$ cat config.mk
export PLATFORM = sky130hd
export DESIGN_NAME = timer_ctrl
export DESIGN_NICKNAME = d
export VERILOG_FILES = /design/src/rtl/timer_pkg.sv /design/src/rtl/btn_debounce.sv /design/src/rtl/timer_ctrl.sv
export SDC_FILE = /design/constraint.sdc
export NUM_CORES = 1
export LEC_CHECK = 0
export CAP_MARGIN = 15
export CORE_UTILIZATION = 44
export CTS_CLUSTER_SIZE = 28
export DETAILED_ROUTE_END_ITERATION = 8
export GPL_TIMING_DRIVEN = 0
export PLACE_DENSITY = 0.77
export SETUP_SLACK_MARGIN = 0.4
export SYNTH_ARGS = -nofsm -noshare
export SYNTH_HDL_FRONTEND = slang
export SYNTH_HIERARCHICAL = 1
export SYNTH_SLANG_ARGS = --single-unit
$ cat constraint.sdc
create_clock -name clk26 -period 2.8 [get_ports clk26]
set_input_delay 0.42 -clock clk26 [delete_from_list [all_inputs] [get_ports clk26]]
set_output_delay 0.42 -clock clk26 [all_outputs]
set_load 0.01 [all_outputs]
$ cat src/rtl/timer_pkg.sv
// Shared state encodings and BCD constants for the stopwatch run-control stage.
package timer_pkg;

   typedef enum logic [1:0] {
      ST_IDLE = 2'd0,
      ST_RUN  = 2'd1,
      ST_DONE = 2'd2
   } state_t;

   localparam logic [7:0] BCD_MAX   = 8'h99;
   localparam logic [7:0] BEST_INIT = 8'h99;

endpackage

$ cat src/rtl/btn_debounce.sv
// Push-button conditioner: 2-FF synchronizer, N-sample agreement filter and
// a single-cycle rising-edge pulse of the debounced level.
module btn_debounce #(
   parameter int DEBOUNCE_LEN = 4
) (
   input  logic clk26,
   input  logic reset,
   input  logic raw,
   output logic level,
   output logic pulse
);

   logic [1:0]              sync_r;
   logic [DEBOUNCE_LEN-1:0] shift_r;
   logic                    level_r;
   logic                    level_d_r;

   // Synchronize, collect samples and update the filtered level.
   always_ff @(posedge clk26) begin
      if (reset) begin
         sync_r    <= 2'b00;
         shift_r   <= {DEBOUNCE_LEN{1'b0}};
         level_r   <= 1'b0;
         level_d_r <= 1'b0;
      end else begin
         sync_r    <= {sync_r[0], raw};
         shift_r   <= {shift_r[DEBOUNCE_LEN-2:0], sync_r[1]};
         // Level only moves on unanimous agreement; mixed windows hold it.
         if (&shift_r) begin
            level_r <= 1'b1;
         end else if (~|shift_r) begin
            level_r <= 1'b0;
         end else begin
            level_r <= level_r;
         end
         level_d_r <= level_r;
      end
   end

   assign level = level_r;
   assign pulse = level_r & ~level_d_r;

endmodule

$ cat src/rtl/timer_ctrl.sv
// Run-control FSM for the BCD stopwatch: drives start, captures the elapsed
// time at the end of each run and tracks the best (lowest) time.
module timer_ctrl
   import timer_pkg::*;
#(
   parameter int DEBOUNCE_LEN = 4
) (
   input  logic       clk26,
   input  logic       reset,
   input  logic       btn_go,
   input  logic       btn_clr,
   input  logic [3:0] bcd1_in,
   input  logic [3:0] bcd0_in,
   output logic       start,
   output logic [3:0] last1,
   output logic [3:0] last0,
   output logic [3:0] best1,
   output logic [3:0] best0,
   output logic       best_valid,
   output logic       new_record,
   output logic [1:0] state
);

   logic       go_level_s, go_pulse_s;
   logic       clr_level_s, clr_pulse_s;
   logic [7:0] bcd_s;
   state_t     state_r;
   logic [7:0] last_r, best_r;
   logic       best_valid_r, new_record_r;

   btn_debounce #(.DEBOUNCE_LEN(DEBOUNCE_LEN)) u_go (
      .clk26 (clk26),
      .reset (reset),
      .raw   (btn_go),
      .level (go_level_s),
      .pulse (go_pulse_s)
   );

   btn_debounce #(.DEBOUNCE_LEN(DEBOUNCE_LEN)) u_clr (
      .clk26 (clk26),
      .reset (reset),
      .raw   (btn_clr),
      .level (clr_level_s),
      .pulse (clr_pulse_s)
   );

   // Packed BCD compares correctly as unsigned since each digit is 0..9.
   assign bcd_s = {bcd1_in, bcd0_in};

   // Run-control FSM with capture and best-time tracking.
   always_ff @(posedge clk26) begin
      if (reset) begin
         state_r      <= ST_IDLE;
         last_r       <= 8'h00;
         best_r       <= BEST_INIT;
         best_valid_r <= 1'b0;
         new_record_r <= 1'b0;
      end else begin
         new_record_r <= 1'b0;
         if (clr_pulse_s) begin
            state_r      <= ST_IDLE;
            last_r       <= 8'h00;
            best_r       <= BEST_INIT;
            best_valid_r <= 1'b0;
         end else begin
            case (state_r)
               ST_IDLE: begin
                  if (go_pulse_s) state_r <= ST_RUN;
                  else            state_r <= ST_IDLE;
               end
               ST_RUN: begin
                  // Saturating at 99 stops the run instead of letting the timer wrap.
                  if (go_pulse_s || (bcd_s == BCD_MAX)) begin
                     state_r <= ST_DONE;
                     last_r  <= bcd_s;
                     if (!best_valid_r || (bcd_s < best_r)) begin
                        best_r       <= bcd_s;
                        best_valid_r <= 1'b1;
                        new_record_r <= 1'b1;
                     end
                  end else begin
                     state_r <= ST_RUN;
                  end
               end
               ST_DONE: begin
                  if (go_pulse_s) state_r <= ST_RUN;
                  else            state_r <= ST_DONE;
               end
               default: state_r <= ST_IDLE;
            endcase
         end
      end
   end

   assign start      = (state_r == ST_RUN);
   assign state      = state_r;
   assign last1      = last_r[7:4];
   assign last0      = last_r[3:0];
   assign best1      = best_r[7:4];
   assign best0      = best_r[3:0];
   assign best_valid = best_valid_r;
   assign new_record = new_record_r;

endmodule

==> results of run 1 <==
cell usage in the layout, fill, tap and decap left out, types with 2 or more instances in the layout:
cell type	count
o21ai_0	2
clkinvlp_4	2
nor2b_1	16
a21oi_1	5
nand4_1	2
clkdlybuf4s50_1	32
buf_6	2
mux2i_1	16
clkbuf_4	5
o41ai_2	2
inv_1	8
nand2_1	11
nor2_1	23
ha_1	7
dfxtp_1	36
cell type report:
class                           instances  area (sq um)
Multi-Input combinational cell         96           654
Clock buffer                            5          37.5
Timing Repair Buffer                   32           320
Inverter                                9          35.0
Clock inverter                          3          23.8
Fill cell                             298          1200
Tap cell                               44          55.1
Sequential cell                        36           721
Buffer                                  4          33.8
layer usage:
layer / vias to the layer above / wire (um) / share of wire / global-route usage
met5: - / 0 / 0 / 0
met4: 0 / 34 / 0.012 / 0.0918
met3: 4 / 168 / 0.062 / 0.0721
met2: 28 / 1350 / 0.50 / 0.311
met1: 499 / 1170 / 0.43 / 0.198
li1: 560 / - / - / -
path summary, 6_finish.rpt:
| kind | from | to | slack, ps | depth (start not counted) |
|---|---|---|---|---|
| max | state[0] | start | 910 | 3 |
| min | u_clr/sync_r[0] | u_clr/sync_r[1] | 460 | 1 |
| max reg2reg | best_r[1] | best_r[3] | 1120 | 7 |
| min reg2reg | u_clr/sync_r[0] | u_clr/sync_r[1] | 460 | 1 |
report_power, final:
| group | leakage [nW] | internal [mW] | switching (mW) |
|---|---|---|---|
| sequential | 0.291 | 0.516 | 0.00190 |
| clock | 0.0274 | 0.0987 | 0.183 |
| combinational | 0.403 | 0.0250 | 0.0252 |
state kept, by name, summed over array words and instances, names as in the netlist:
register and count:
u_go/level 1, u_clr/level_d_r 1, u_clr/shift_r 4, u_clr/sync_r 2, u_go/level_d_r 1, best_r 8
last_r 8, u_go/sync_r 2, u_clr/level 1, state 2, u_go/shift_r 4, new_record 1
best_valid 1
through the flow:
stage / worst slack, ps / util / cells
floorplan: 1210 / - / 145
global placement: 598 / 0.591 / 221
detailed placement: 533 / 0.591 / 221
CTS: 890 / 0.611 / 229
global route: 805 / 0.611 / 229
finish: 909 / 0.611 / 229
cells by family (layout without fill, tap and decap cells):
kind of cell | Yosys count | in the layout
compound gates | 14 | 14
buf+inv | 13 | 53
simple gates | 59 | 59
mux | 16 | 16
flops | 36 | 36
fa+ha+maj | 7 | 7
critical path, stage by stage (launching register included):
cell and delay (ps):
dfxtp_1 360, clkinv_2 80, nor2_1 140, clkdlybuf4s50_1 560
==> impl_metrics.json, run 1 <==
{
  "outcome": "finished clean",
  "cap_viol_max_count": 0,
  "grt_pass1_vias": 1104,
  "clk_pin_slew_ps": 120,
  "track_usage": 0.184,
  "via_per_inst": 4.76,
  "overflow": 0,
  "post_cts_buffers": 0,
  "cts_buffers": 5,
  "synth.largest_area_cell": "dfxtp_1",
  "hold_path_class": "reg -> reg",
  "leakage_nw": 0.722,
  "finalNetCount": 203,
  "wl_per_cell_um": 11.9,
  "yosys_warnings": 6,
  "critical_path_arrival_ps": 1470,
  "finalInstanceArea_sq_um": 1880,
  "n_antenna_cell": 0,
  "clock_sinks": 36,
  "io_buffer_count": 32,
  "synthMuxAreaShare": 0.111,
  "antenna_found_initial": 0,
  "fmax_ghz": 0.529,
  "io_pins": 33,
  "ys_async_sr_fraction": 0,
  "drtPass1Iterations": 4,
  "clock_skew_ps": 9.34,
  "post_cts_resized": 0,
  "drc": 0,
  "synthTopCellsByArea": "dfxtp_1 (50%), mux2i_1 (11%), nor2b_1 (6.9%)",
  "yosysSeqAreaShare": 0.499,
  "worst_pin_slew_ps": 580,
  "core_sq_um": 3080,
  "rsz0062_at_grt": "no",
  "synthSimpleGateAreaFrac": 0.204,
  "synth.top_cell.area_share": 0.499,
  "critical_path.max_fanout": 4,
  "finalHoldViolCount": 0,
  "vias": 1091,
  "start_util": 0.469,
  "synth_edf_count": 0,
  "holdWs_ps": 458,
  "postSynthAreaPerCell_sq_um": 9.96,
  "start_kind": "flip-flop",
  "synth_common_cells": "dfxtp_1 (36), nor2_1 (23), mux2i_1 (16), nor2b_1 (16), nand2_1 (11)",
  "synth_seq_cells": 36,
  "htreeDepth": 2,
  "routed_wl_mm": 2.72,
  "syn_inst": 145,
  "drtAntennaViolNets": 0,
  "post_dp_cell_area_sq_um": 1820,
  "clock_path_buffers": 2,
  "synth_cell_types": 27,
  "place_congestion": 0.806,
  "slew_viol_final": 0,
  "num_rows": 20,
  "die_h_um": 59.3,
  "slew_headroom": 0.612,
  "period_needed_ps": 1890,
  "drive_gt1_frac": 0.0919,
  "finalPower_mw": 0.850,
  "synth_adder_area_share": 0.0607,
  "cts_tree": "yes",
  "grt_pass1_wl_mm": 4.71,
  "cts_root_buf": "clkbuf_4",
  "cts_hold_buf": 0,
  "synth_fp_nets": 164,
  "synth_compound_area_frac": 0.0780,
  "dp_hpwl_mm": 2.04,
  "synth_ff_type": "dfxtp_1",
  "drtIter0Drc": 17,
  "die_area_sq_um": 3510,
  "synth-xor-area-share": 0,
  "grt_max_degree": 19,
  "netlist_area_sq_um": 1440,
  "die_w_um": 59.3,
  "p_per_area_nw_per_um2": 452,
  "area_delta_synth_final_pct": 30.2,
  "peakVddDrop_v": 0.000342,
  "synth_top_family_by_area": "simple AND/OR/NAND/NOR gates",
  "endpoint_kind": "output pin",
  "worstSkewPairLatency_ps": 350,
  "period_share": 0.675,
  "setup_viol": 0,
  "setup_tns_ps": 0,
  "yosysMostFrequentCell": "dfxtp_1",
  "crit_type": "reg -> out",
  "worstPathRequired_ps": 2380
}
Power figures use the tool's default switching activity.
==> run 2, diff against run 1 <==
- PLACE_DENSITY: 0.77 -> 0.8
- clock period: 2.8 -> 1.6 ns (I/O delays scaled with it)
==> run 2 against run 1 <==
The flow now finishes with violations (negative setup slack); clock-buffer cell count is 2 higher; register-to-register slack got worse by 1200 ps; non-clock buffer count rose by 14; critical path depth grew 4; first-iteration DRC count rose to 3.5 times the previous value; core utilization grew 8.5 points.
==> impl_metrics.json, run 2 (same netlist as run 1, synthesis figures left out) <==
{
  "period_share": 1.03,
  "grt_pass1_vias": 1204,
  "finalHoldViolCount": 0,
  "grt_max_degree": 19,
  "vias": 1249,
  "period_needed_ps": 1640,
  "die_area_sq_um": 3510,
  "track_usage": 0.216,
  "setup_ws_ps": -41.5,
  "drc": 0,
  "peakVddDrop_v": 0.000591,
  "wl_per_cell_um": 15.8,
  "drive_gt1_frac": 0.447,
  "grt_pass1_wl_mm": 5.41,
  "cts_tree": "yes",
  "start_util": 0.469,
  "clock_path_buffers": 2,
  "routed_wl_mm": 3.83,
  "drtPass1Iterations": 4,
  "p_per_area_nw_per_um2": 811,
  "io_pins": 33,
  "dp_hpwl_mm": 2.07,
  "hold_path_class": "in -> reg",
  "layout_commonest_cell": "dfxtp_1",
  "die_w_um": 59.3,
  "clock_skew_ps": 9.92,
  "drtIter0Drc": 60,
  "die_h_um": 59.3,
  "cts_root_buf": "clkbuf_4",
  "drtAntennaViolNets": 0,
  "rsz0062_at_grt": "yes",
  "n_fill_cell": 225,
  "crit_type": "reg -> reg",
  "cts_hold_buf": 0,
  "cap_viol_max_count": 0,
  "worstPathRequired_ps": 1890,
  "slew_viol_final": 0,
  "start_kind": "flip-flop",
  "reg_top3": "best_r: 8 flops, last_r: 8 flops",
  "worst_pin_slew_ps": 576,
  "io_buffer_count": 32,
  "htreeDepth": 2,
  "num_rows": 20,
  "critical_path_arrival_ps": 1930,
  "finalInstanceArea_sq_um": 2140,
  "worstSkewPairLatency_ps": 350,
  "finalNetCount": 217,
  "outcome": "finished with violations",
  "clk_pin_slew_ps": 110,
  "endpoint_kind": "flip-flop",
  "setup_viol": 9,
  "overflow": 0,
  "setup_tns_ps": -197,
  "via_per_inst": 5.14,
  "failed_checks": "negative setup slack",
  "cts_buffers": 5,
  "post_dp_cell_area_sq_um": 1830,
  "slew_headroom": 0.616,
  "layout_common_cells": "dfxtp_1 (22), nor2_1 (20), mux2i_1 (16)",
  "fmax_ghz": 0.609,
  "n_antenna_cell": 0,
  "leakage_nw": 0.886,
  "core_sq_um": 3080,
  "area_delta_synth_final_pct": 48.3,
  "place_congestion": 0.780,
  "dp_slack_ps": -515,
  "antenna_found_initial": 0,
  "critical_path.max_fanout": 5,
  "clock_sinks": 36
}
## run 2: cell count changes in the layout (fill, tap and decap cells not counted), sizes merged, moves of 2 or more
cell | previous run | this run
clkdlybuf4s50 | 32 | 2
clkinv | 2 | 0
clkinvlp | 2 | 0
clkdlybuf4s15 | 0 | 4
clkbuf | 6 | 22
buf | 3 | 28
## run 2: path summary, 6_finish.rpt
kind / from / endpoint / slack [ps] / depth (start not counted)
setup reg to reg: best_r[1] / best_r[5] / -40 / 7
hold reg to reg: u_go/sync_r[1] / u_go/shift_r[0] / 460 / 1
hold / removal: bcd0_in[2] / best_r[2] / 170 / 3
setup / recovery: best_r[1] / best_r[5] / -40 / 7
## run 2: per-stage QoR
| stage | instances | total power, mW | util | hold slack (ps) |
|---|---|---|---|---|
| finish | 243 | 1.74 | 0.696 | 165 |
| global route | 243 | 1.80 | 0.696 | 172 |
| CTS | 237 | 1.73 | 0.661 | 158 |
| detailed placement | 221 | 1.01 | 0.594 | 433 |
| global placement | 221 | 1.01 | 0.594 | 421 |
| floorplan | 145 | 0.963 | - | 309 |
## run 2: worst max-delay path: stages (launching register included)
cell      delay [ps]
dfxtp_2          350
inv_2             40
ha_4             200
a21o_1           190
a211oi_2         220
o211a_1          230
buf_6            160
mux2i_1          190
## run 2: layout make-up
| cell class | instances | area (sq um) | area share |
|---|---|---|---|
| plain buffers | 4 | 51.3 | 0.0240 |
| flip-flops and latches | 36 | 741 | 0.346 |
| repair buffers | 46 | 363 | 0.169 |
| inverters | 9 | 36.3 | 0.0169 |
| clock inverters | 1 | 30.0 | 0.0140 |
| well taps | 44 | 55.1 | 0.0257 |
| clock buffers | 7 | 65.1 | 0.0304 |
| multi-input cells | 96 | 800 | 0.373 |
## run 2: report_power, final
| part | switching [mW] | internal, mW |
|---|---|---|
| combinational | 0.0600 | 0.0508 |
| clock | 0.307 | 0.415 |
| sequential | 0.00357 | 0.901 |
## run 2: layer usage
metal	global-route usage	vias up	wire [um]
li1	-	590	-
met3	0.0524	20	222
met4	0.177	0	210
met5	0	-	0
met1	0.232	585	1390
met2	0.358	54	2010
## run 2: timing repair
action | CTS | global route
pin swaps | 10 | 7
gates cloned | 2 | 0
buffers inserted | 6 | 6
setup endpoints to repair | 41 | 40
gates resized for setup | 96 | 51
